===== config.mk =====
export PLATFORM = sky130hd
export DESIGN_NAME = pet_video_gen
export DESIGN_NICKNAME = d
export VERILOG_FILES = /design/src/rtl/pet_video_pkg.sv /design/src/rtl/pet_video_timing.sv /design/src/rtl/pet_video_gen.sv
export SDC_FILE = /design/constraint.sdc
export NUM_CORES = 1
export LEC_CHECK = 0
export CORE_MARGIN = 2
export CORE_UTILIZATION = 52
export DETAILED_ROUTE_END_ITERATION = 7
export PLACE_DENSITY = 0.8
export SYNTH_ARGS = -nofsm -noshare
export SYNTH_HDL_FRONTEND = slang
export SYNTH_SLANG_ARGS = --single-unit

===== constraint.sdc =====
create_clock -name clk -period 3.8 [get_ports clk]
set_input_delay 0.76 -clock clk [delete_from_list [all_inputs] [get_ports clk]]
set_output_delay 0.76 -clock clk [all_outputs]
set_load 0.01 [all_outputs]

===== src/rtl/pet_video_pkg.sv =====
// rtl/pet_video_pkg.sv - PET video generator timing constants and geometry helpers
//
// Purpose: default PET 40- and 80-column raster constants, the glyph-line
// field width function and active-area helpers shared by the video blocks.
package pet_video_pkg;

    // 40-column PET raster
    localparam int PET40_COLS     = 40;
    localparam int PET40_ROWS     = 25;
    localparam int PET40_CHAR_H   = 8;
    localparam int PET40_H_TOTAL  = 448;
    localparam int PET40_V_TOTAL  = 262;
    localparam int PET40_HS_START = 358;
    localparam int PET40_HS_END   = 391;
    localparam int PET40_VS_START = 225;
    localparam int PET40_VS_END   = 234;
    localparam int PET40_ADDR_W   = 11;

    // 80-column PET raster (taller glyphs need a longer frame)
    localparam int PET80_COLS     = 80;
    localparam int PET80_ROWS     = 25;
    localparam int PET80_CHAR_H   = 10;
    localparam int PET80_H_TOTAL  = 896;
    localparam int PET80_V_TOTAL  = 312;
    localparam int PET80_HS_START = 716;
    localparam int PET80_HS_END   = 782;
    localparam int PET80_VS_START = 270;
    localparam int PET80_VS_END   = 279;
    localparam int PET80_ADDR_W   = 11;

    // Bits needed to count glyph lines 0..char_h-1 (at least one bit)
    function automatic int glyph_lw(input int char_h);
        int w;
        w = 1;
        while ((1 << w) < char_h) w++;
        return w;
    endfunction

    // Pixels per active line
    function automatic int active_px(input int cols);
        return cols * 8;
    endfunction

    // Active lines per frame
    function automatic int active_lines(input int rows, input int char_h);
        return rows * char_h;
    endfunction

endpackage


===== src/rtl/pet_video_timing.sv =====
// rtl/pet_video_timing.sv - H/V counters, syncs, video_on and vertical-blank pulse
//
// Ports:
//   clk, reset        clock, asynchronous active-high reset
//   ce_7mp, ce_7mn    counter-phase / sample-phase pixel enables
//   hc                horizontal pixel counter
//   line_end          hc is on the last pixel of the line
//   frame_end         vc is on the last line of the frame
//   HSync, VSync      active-high syncs, updated on ce_7mn
//   video_on          vc inside the active rows
//   vblank_irq        one-clk pulse when vc steps into vertical blank
module pet_video_timing
    import pet_video_pkg::*;
#(
    parameter int ROWS     = PET40_ROWS,
    parameter int CHAR_H   = PET40_CHAR_H,
    parameter int H_TOTAL  = PET40_H_TOTAL,
    parameter int V_TOTAL  = PET40_V_TOTAL,
    parameter int HS_START = PET40_HS_START,
    parameter int HS_END   = PET40_HS_END,
    parameter int VS_START = PET40_VS_START,
    parameter int VS_END   = PET40_VS_END,
    parameter int HC_W     = $clog2(H_TOTAL),
    parameter int VC_W     = $clog2(V_TOTAL)
) (
    input  logic            clk,
    input  logic            reset,
    input  logic            ce_7mp,
    input  logic            ce_7mn,
    output logic [HC_W-1:0] hc,
    output logic            line_end,
    output logic            frame_end,
    output logic            HSync,
    output logic            VSync,
    output logic            video_on,
    output logic            vblank_irq
);
    localparam logic [HC_W-1:0] HC_LAST  = HC_W'(H_TOTAL - 1);
    localparam logic [VC_W-1:0] VC_LAST  = VC_W'(V_TOTAL - 1);
    localparam logic [VC_W-1:0] VC_ACT   = VC_W'(active_lines(ROWS, CHAR_H));
    localparam logic [VC_W-1:0] VC_ACT_L = VC_W'(active_lines(ROWS, CHAR_H) - 1);
    localparam logic [HC_W-1:0] HS_ON    = HC_W'(HS_START);
    localparam logic [HC_W-1:0] HS_OFF   = HC_W'(HS_END);
    localparam logic [VC_W-1:0] VS_ON    = VC_W'(VS_START);
    localparam logic [VC_W-1:0] VS_OFF   = VC_W'(VS_END);

    logic [HC_W-1:0] hc_q, hc_d;
    logic [VC_W-1:0] vc_q, vc_d;
    logic            hsync_q, hsync_d;
    logic            vsync_q, vsync_d;
    logic            irq_q, irq_d;

    assign line_end  = (hc_q == HC_LAST);
    assign frame_end = (vc_q == VC_LAST);

    always_comb begin
        hc_d    = hc_q;
        vc_d    = vc_q;
        hsync_d = hsync_q;
        vsync_d = vsync_q;
        irq_d   = 1'b0;
        if (ce_7mp) begin
            if (line_end) begin
                hc_d  = '0;
                vc_d  = frame_end ? '0 : vc_q + 1'b1;
                // vc is about to step from the last active line into blank
                irq_d = (vc_q == VC_ACT_L);
            end else begin
                hc_d = hc_q + 1'b1;
            end
        end
        if (ce_7mn) begin
            // A zero-length sync window keeps the sync permanently low
            if (HS_START != HS_END) begin
                if (hc_q == HS_ON)       hsync_d = 1'b1;
                else if (hc_q == HS_OFF) hsync_d = 1'b0;
            end
            if (VS_START != VS_END) begin
                if (vc_q == VS_ON)       vsync_d = 1'b1;
                else if (vc_q == VS_OFF) vsync_d = 1'b0;
            end
        end
    end

    always_ff @(posedge clk or posedge reset) begin
        if (reset) begin
            hc_q    <= '0;
            vc_q    <= '0;
            hsync_q <= 1'b0;
            vsync_q <= 1'b0;
            irq_q   <= 1'b0;
        end else begin
            hc_q    <= hc_d;
            vc_q    <= vc_d;
            hsync_q <= hsync_d;
            vsync_q <= vsync_d;
            irq_q   <= irq_d;
        end
    end

    assign hc         = hc_q;
    assign HSync      = hsync_q;
    assign VSync      = vsync_q;
    assign video_on   = (vc_q < VC_ACT);
    assign vblank_irq = irq_q;

endmodule


===== src/rtl/pet_video_gen.sv =====
// rtl/pet_video_gen.sv - PET text/graphics video generator top
//
// Ports:
//   clk, reset            clock, asynchronous active-high reset
//   ce_7mp, ce_7mn        counter-phase / sample-phase pixel enables
//   start_addr            screen start address, latched at frame wrap
//   video_gfx             graphics character set select
//   video_blank           forces pix low
//   video_addr/video_data video RAM address and screen code (bit7 inverse)
//   charaddr/chardata     char ROM address {gfx, code[6:0], glyph_line} and row
//   pix, de               pixel and display enable
//   HSync, VSync          active-high syncs
//   video_on, vblank_irq  active rows flag, vertical-blank pulse
module pet_video_gen
    import pet_video_pkg::*;
#(
    parameter int COLS     = PET40_COLS,
    parameter int ROWS     = PET40_ROWS,
    parameter int CHAR_H   = PET40_CHAR_H,
    parameter int LW       = glyph_lw(CHAR_H),
    parameter int H_TOTAL  = PET40_H_TOTAL,
    parameter int V_TOTAL  = PET40_V_TOTAL,
    parameter int HS_START = PET40_HS_START,
    parameter int HS_END   = PET40_HS_END,
    parameter int VS_START = PET40_VS_START,
    parameter int VS_END   = PET40_VS_END,
    parameter int ADDR_W   = PET40_ADDR_W
) (
    input  logic              clk,
    input  logic              reset,
    input  logic              ce_7mp,
    input  logic              ce_7mn,
    input  logic [ADDR_W-1:0] start_addr,
    input  logic              video_gfx,
    input  logic              video_blank,
    output logic [ADDR_W-1:0] video_addr,
    input  logic [7:0]        video_data,
    output logic [8+LW-1:0]   charaddr,
    input  logic [7:0]        chardata,
    output logic              pix,
    output logic              HSync,
    output logic              VSync,
    output logic              de,
    output logic              video_on,
    output logic              vblank_irq
);
    localparam int HC_W = $clog2(H_TOTAL);
    localparam int VC_W = $clog2(V_TOTAL);
    localparam logic [HC_W-1:0]   HC_ACT   = HC_W'(active_px(COLS));
    localparam logic [LW-1:0]     GL_LAST  = LW'(CHAR_H - 1);
    localparam logic [ADDR_W-1:0] ROW_STEP = ADDR_W'(COLS);

    if (active_px(COLS) > HS_START) begin : g_bad_cols
        $error("active width exceeds HS_START");
    end
    if (active_lines(ROWS, CHAR_H) > VS_START) begin : g_bad_rows
        $error("active height exceeds VS_START");
    end
    if (HS_END >= H_TOTAL || VS_END >= V_TOTAL) begin : g_bad_sync
        $error("sync end outside the frame");
    end
    if (glyph_lw(CHAR_H) > LW) begin : g_bad_lw
        $error("LW too narrow for CHAR_H");
    end

    logic [HC_W-1:0] hc;
    logic            line_end;
    logic            frame_end;
    logic            active;

    pet_video_timing #(
        .ROWS     (ROWS),
        .CHAR_H   (CHAR_H),
        .H_TOTAL  (H_TOTAL),
        .V_TOTAL  (V_TOTAL),
        .HS_START (HS_START),
        .HS_END   (HS_END),
        .VS_START (VS_START),
        .VS_END   (VS_END),
        .HC_W     (HC_W),
        .VC_W     (VC_W)
    ) u_timing (
        .clk        (clk),
        .reset      (reset),
        .ce_7mp     (ce_7mp),
        .ce_7mn     (ce_7mn),
        .hc         (hc),
        .line_end   (line_end),
        .frame_end  (frame_end),
        .HSync      (HSync),
        .VSync      (VSync),
        .video_on   (video_on),
        .vblank_irq (vblank_irq)
    );

    logic [LW-1:0]     glyph_line_q, glyph_line_d;
    logic [ADDR_W-1:0] row_base_q, row_base_d;
    logic [ADDR_W-1:0] start_q, start_d;
    logic [7:0]        shift_q, shift_d;
    logic              inv_q, inv_d;
    logic              de_q, de_d;

    assign active = video_on && (hc < HC_ACT);

    // Row base is accumulated per character row, so no multiplier is needed
    always_comb begin
        glyph_line_d = glyph_line_q;
        row_base_d   = row_base_q;
        start_d      = start_q;
        if (ce_7mp && line_end) begin
            if (frame_end) begin
                glyph_line_d = '0;
                row_base_d   = '0;
                start_d      = start_addr;
            end else if (video_on) begin
                if (glyph_line_q == GL_LAST) begin
                    glyph_line_d = '0;
                    row_base_d   = row_base_q + ROW_STEP;
                end else begin
                    glyph_line_d = glyph_line_q + 1'b1;
                end
            end
        end
    end

    // Cell load happens on the sample phase of each 8-pixel boundary, when
    // the RAM/ROM reads for the new hc have settled
    always_comb begin
        shift_d = shift_q;
        inv_d   = inv_q;
        de_d    = de_q;
        if (ce_7mn) begin
            if (hc[2:0] == 3'd0) begin
                if (active) begin
                    inv_d   = video_data[7];
                    shift_d = chardata;
                    de_d    = 1'b1;
                end else begin
                    inv_d   = 1'b0;
                    shift_d = '0;
                    de_d    = 1'b0;
                end
            end else begin
                shift_d = {shift_q[6:0], 1'b0};
            end
        end
    end

    always_ff @(posedge clk or posedge reset) begin
        if (reset) begin
            glyph_line_q <= '0;
            row_base_q   <= '0;
            start_q      <= '0;
            shift_q      <= '0;
            inv_q        <= 1'b0;
            de_q         <= 1'b0;
        end else begin
            glyph_line_q <= glyph_line_d;
            row_base_q   <= row_base_d;
            start_q      <= start_d;
            shift_q      <= shift_d;
            inv_q        <= inv_d;
            de_q         <= de_d;
        end
    end

    // Address arithmetic wraps modulo 2^ADDR_W by truncation
    assign video_addr = start_q + row_base_q + ADDR_W'(hc[HC_W-1:3]);
    assign charaddr   = {video_gfx, video_data[6:0], glyph_line_q};
    assign pix        = (shift_q[7] ^ inv_q) & ~video_blank & de_q;
    assign de         = de_q;

endmodule


# Word-level counts from Yosys, hierarchy flattened
# Index checks and enable logic that the tools add are counted.
# word_totals
output_inout_bits,28
ff_bits,56
# op_classes
mux,18
bitwise,4
reduce_logical,14
order_cmp,2
n_eq_ne,8
addsub,6
# ops
cell,n
"9-bit equality test, second input constant",4
11-bit 2-to-1 mux,3
"9-bit by 8-bit equality test with 1-bit output, second input constant",3
"9-bit by 1-bit adder with 9-bit output, second input constant",2
9-bit 2-to-1 mux,2
8-bit 2-to-1 mux,2
2-bit AND reduction,6
11-bit adder,1
11-bit by 6-bit adder with 11-bit output,1
"11-bit by 6-bit adder with 11-bit output, second input constant",1
"9-bit by 8-bit less-than comparator with 1-bit output, second input constant",1
"9-bit less-than comparator, second input constant",1
3-bit 2-to-1 mux,3
1-bit 2-to-1 mux,8
2-bit nonzero test,4
"3-bit by 1-bit adder with 3-bit output, second input constant",1
"3-bit equality test, second input constant",1
3-bit zero test,1
3-bit AND reduction,1
1-bit AND,2
1-bit logical AND,2
1-bit inverter,1
1-bit XOR,1

# Logic depth before layout (Yosys ltp)
# Gate-level depths: netlist (run 1).
# depth
depth_word,4
mapped_depth,9
mapped_depth_nobuf,9

# Hierarchy
# Synthesis (run 1) repeated with hierarchy kept, for this count alone.
# unflattened
hier_cells,324
area_unflattened_um2,3234.4
# modules_own_cells
mod,area_each_um2,seq_area_each_um2,n_inst,cells_per_inst
pet_video_gen,2082.0,800.8,1,206
pet_video_timing,1152.4,525.5,1,118

# Least setup slack after synthesis (run 1)
# OpenSTA, ideal clock, no wires.
# synth_path
kind,register to output
start,register u_timing.hc_q[7] (netlist: u_timing.hc[7])
end,output video_addr[10]
slack_ns,0.393
arrival_ns,2.647
path_stages_with_launch,8
cell_sequence,dfrtp_1 > fa_1 > ha_1 > and3_1 > a2111oi_0 > o21ai_0 > a21oi_1 > xnor2_1
# synth_between
elab_chain_len,1
# synth_rtl
item,line,text
"start, declared",pet_video_timing.sv:47,"logic [HC_W-1:0] hc_q, hc_d;"
"start signal, assigned",pet_video_timing.sv:87,hc_q <= '0;
"start signal, assigned",pet_video_timing.sv:93,hc_q <= hc_d;
11-bit by 6-bit adder with 11-bit output,pet_video_gen.sv:168,assign video_addr = start_q + row_base_q + ADDR_W'(hc[HC_W-1:3]);
"end, declared",pet_video_gen.sv:36,"output logic [ADDR_W-1:0] video_addr,"
# Every way passes these cells.

# Worst setup path in the final report (run 1)
# layout_path
start,register row_base_q[4]
end,output video_addr[8]
# layout_between
elab_chain_len,2
# layout_rtl
item,line,text
"start, declared",pet_video_gen.sv:97,"logic [ADDR_W-1:0] row_base_q, row_base_d;"
"start signal, assigned",pet_video_gen.sv:159,row_base_q <= row_base_d;
11-bit adder,pet_video_gen.sv:168,
11-bit by 6-bit adder with 11-bit output,pet_video_gen.sv:168,
# Every way passes these cells.

==> impl_metrics.yaml, run 1 <==
detailed_routing:
  avgRoutedWirePerCell_um: 15.3
  antenna_violating_nets_post_route: 0
  wirelength_um: 6700
  drc_violations_left: 0
  dr.pass1.iters: 4
  vias: 2538
  drt_first_iter_violations: 165
  post_drt_via_cell_ratio: 5.79
pwr:
  power_per_cell_area_nw_per_um2: 356
  static-leakage-power_nw: 1.87
  internal_power_mw: 0.996
  power.ir.vdd_worst_v: 0.000181
  report.power.total_mw: 1.37
  comb_power_share_pct: 21.0
  power.share.clock_pct: 28.9
  power.share.sequential_pct: 50.1
  netSwitchingFraction_pct: 27.1
  netSwitchingPower_mw: 0.370
worst_setup_path:
  critPathLaunchType: "flip-flop"
  timing.critical_path.fanout_max: 4
  crit_arrival_ns: 2.89
  path_class: "flip-flop to output pin"
  critPathCaptureType: "output pin"
  worst-r2r-setup-slack_ns: 1.23
  critical_path_required_ns: 3.04
clocking:
  cts_buffers: 5
  worstSkewPairLatency_ns: 0.31
  cts_buffer_depth: 2
  cts_tree: "yes"
  cts_root_buffer: "sky130_fd_sc_hd__clkbuf_8"
  cts.htree.levels: 2
  cts_sink_cnt: 53
  clk_pin_slew_worst_paths_ns: 0.10
  postCtsHoldBufs: 0
grt:
  gr-total-overflow: 0
  grt_start_max_net_pins: 33
  grt_first_pass_wirelength_um: 11300
  initial_antenna_violation_count: 0
  grt.total_usage_pct: 21.7
  first_global_vias: 2454
die:
  rows: 28
  io_pins: 61
  die-area_um2: 6740
  dieHeight_um: 82.1
  die_w_um: 82.1
  start_util_pct: 53.6
  core_region_area_um2: 5920
sta:
  post-route-worst-setup-slack_ns: 0.154
  final.hold.worst_slack_ns: 0.504
  max_slew.worst_pin.slew_ns: 0.671
  grt_setup_unrepaired: "no"
  final_max_slew_viols: 0
  layout_min_cycle_time_ns: 3.65
  setup_tns_after_final_layout_ns: 0
  final.setup_skew_ns: 0.00926
  max_frequency_ghz: 0.274
  max-slew-margin-rel_pct: 55.2
  timing.final.crit_share_pct: 95.9
  finalHoldViolCount: 0
  report.final.setup_viol: 0
finish:
  seqCellArea_um2: 1330
  layoutNonFillerInstCount: 438
  post-route-cell-area_um2: 3840
  layout.cells.most_common: "sky130_fd_sc_hd__dfrtp_1"
  layout_overhead_on_the_synthesized_area_pct: 21.0
  fillCellCount: 477
  nNetsFinal: 425
  num_antenna_cells: 0
  drive_above_1_share_pct: 8.82
  mostFrequentLayoutCells: "sky130_fd_sc_hd__dfrtp_1, sky130_fd_sc_hd__clkdlybuf4s50_1, sky130_fd_sc_hd__o21ai_0"
  postLayoutCoreUtil_pct: 64.9
  multiInputGateArea_um2: 1710
logic_synthesis:
  synth.largest_area_cell: "sky130_fd_sc_hd__dfrtp_1"
  seq_area_frac_synth_pct: 41.8
  mappedNetlistNets: 378
  synthFlopType: "sky130_fd_sc_hd__dfrtp_1"
  library_cells_used_by_synthesis: 45
  synth_edf_count: 0
  synth.ff_latch_count: 53
  synth_largest_type_area_fraction_pct: 41.8
  postSynthCellCount: 315
  syn-cell-area_um2: 3170
  asyncSetResetFlopFracSynth_pct: 100
  yosys_warnings: 0
  synth.top_cells.by_area: "sky130_fd_sc_hd__dfrtp_1, sky130_fd_sc_hd__ha_1, sky130_fd_sc_hd__xnor2_1"
  syn_area_per_cell_um2: 10.1
placed_design:
  dp_hpwl_um: 4950
  port-buffer-count: 44
  dpl_worst_slack_ns: 0.0202
  postPlaceCellArea_um2: 3680
  globalplace.congestion: 0.798
  placedCellCount: 428
status:
  outcome: "completed"
hold_path:
  holdCritPathClass: "flip-flop to flip-flop"
job:
  drv.max_cap_violation_count: 0
-- flip-flops by register name (all words and copies together) (netlist names) --
name	flops
start_q	11
u_timing.hc	9
u_timing.vc_q	9
row_base_q	8
shift_q	8
glyph_line_q	3
de	1
inv_q	1
u_timing.HSync	1
u_timing.VSync	1
u_timing.vblank_irq	1
-- worst paths after layout --
path	start	to	cells after the start
hold / removal	start_q[8]$_DFFE_PP0P_	start_q[8]$_DFFE_PP0P_	1
min in group asynchronous	reset	row_base_q[8]$_DFFE_PP0P_	2
hold reg to reg	start_q[8]$_DFFE_PP0P_	start_q[8]$_DFFE_PP0P_	1
setup reg to reg	u_timing.vc_q[3]$_DFFE_PP0P_	start_q[4]$_DFFE_PP0P_	5
max in group asynchronous	reset	row_base_q[4]$_DFFE_PP0P_	3
setup / recovery	row_base_q[4]$_DFFE_PP0P_	video_addr[8]	9
-- cells in the mapped netlist, types with 2 or more instances --
library cell	n
sky130_fd_sc_hd__buf_4	8
sky130_fd_sc_hd__o21a_1	2
sky130_fd_sc_hd__a21oi_1	18
sky130_fd_sc_hd__a22oi_1	7
sky130_fd_sc_hd__ha_1	26
sky130_fd_sc_hd__a41oi_1	2
sky130_fd_sc_hd__nand2b_1	4
sky130_fd_sc_hd__nand4_1	7
sky130_fd_sc_hd__nor2_1	21
sky130_fd_sc_hd__mux2_1	10
sky130_fd_sc_hd__xnor2_1	18
sky130_fd_sc_hd__nor3_1	5
sky130_fd_sc_hd__o21ai_0	27
sky130_fd_sc_hd__a32o_1	4
sky130_fd_sc_hd__fa_1	4
sky130_fd_sc_hd__o31ai_1	6
sky130_fd_sc_hd__nand3_1	5
sky130_fd_sc_hd__a22o_1	2
sky130_fd_sc_hd__nor2b_1	2
sky130_fd_sc_hd__dfrtp_1	53
sky130_fd_sc_hd__buf_2	4
sky130_fd_sc_hd__and2_1	3
sky130_fd_sc_hd__a21o_1	4
sky130_fd_sc_hd__o41ai_1	2
sky130_fd_sc_hd__inv_1	15
sky130_fd_sc_hd__and3_1	10
sky130_fd_sc_hd__nand2_1	24
sky130_fd_sc_hd__mux2_2	2
sky130_fd_sc_hd__clkbuf_1	4
-- metal layers --
layer  track usage [%]  part of all wire, %
met1              28.6                   47
met2              36.8                   48
met3              4.35                  5.2
met4              5.17                 0.48
met5                 0                    0
-- cells by family (layout without fill, tap and decap cells) --
logic type / Yosys count / count (layout) / synth area share [%]
xor+xnor: 18 / 18 / 4.97
simple gates: 90 / 90 / 15.0
fa+ha+maj: 30 / 30 / 12.8
buf+inv: 32 / 80 / 5.13
flops: 53 / 53 / 41.8
mux: 12 / 12 / 4.26
compound gates: 80 / 80 / 16.0
-- power by group through the flow --
stage                     sequential (mW)  combinational [mW]  clock (mW)
after floorplan                     0.681               0.192           0
after global placement              0.691               0.276           0
after detailed placement            0.695               0.289           0
after CTS                           0.684               0.290       0.405
after global routing                0.693               0.321       0.430
final                               0.684               0.287       0.394
-- area by class of cell --
cell class                 count  area share (%)
clock buffer                   7            2.25
clock inverter                 1           0.782
inverter                      15            1.47
multi-input combinational    230            44.5
sequential                    53            34.6
tap                           75            2.44
timing repair buffer          57            13.9
-- what timing repair did --
item                       4_1_cts  5_1_grt
pin swaps                        0        2
setup buffers                    1        1
cloned                           0        0
gates resized for setup          7        5
setup endpoints to repair        4        4
-- critical path: stages, from the launching register on --
cell and delay [ns]:
sky130_fd_sc_hd__dfrtp_2 0.45, sky130_fd_sc_hd__fa_1 0.46, sky130_fd_sc_hd__ha_1 0.35, sky130_fd_sc_hd__and3_1 0.18, sky130_fd_sc_hd__a2111oi_2 0.34, sky130_fd_sc_hd__buf_4 0.17, sky130_fd_sc_hd__o21bai_1 0.05, sky130_fd_sc_hd__a21oi_1 0.17
sky130_fd_sc_hd__xnor2_1 0.13, sky130_fd_sc_hd__dlygate4sd2_1 0.28
Note: power is estimated with default switching activity, not from simulation.
==> run 2, diff against run 1 <==
CTS_CLUSTER_DIAMETER = 30   (was unset)
==> results of run 2 <==
Same layout as run 1: the final DEF is identical, and so are final timing and power.
==> run 3, diff against run 2 <==
SLEW_MARGIN = 20   (was unset)
==> results of run 3 <==
Same layout as run 1: the final DEF is identical, and so are final timing and power.
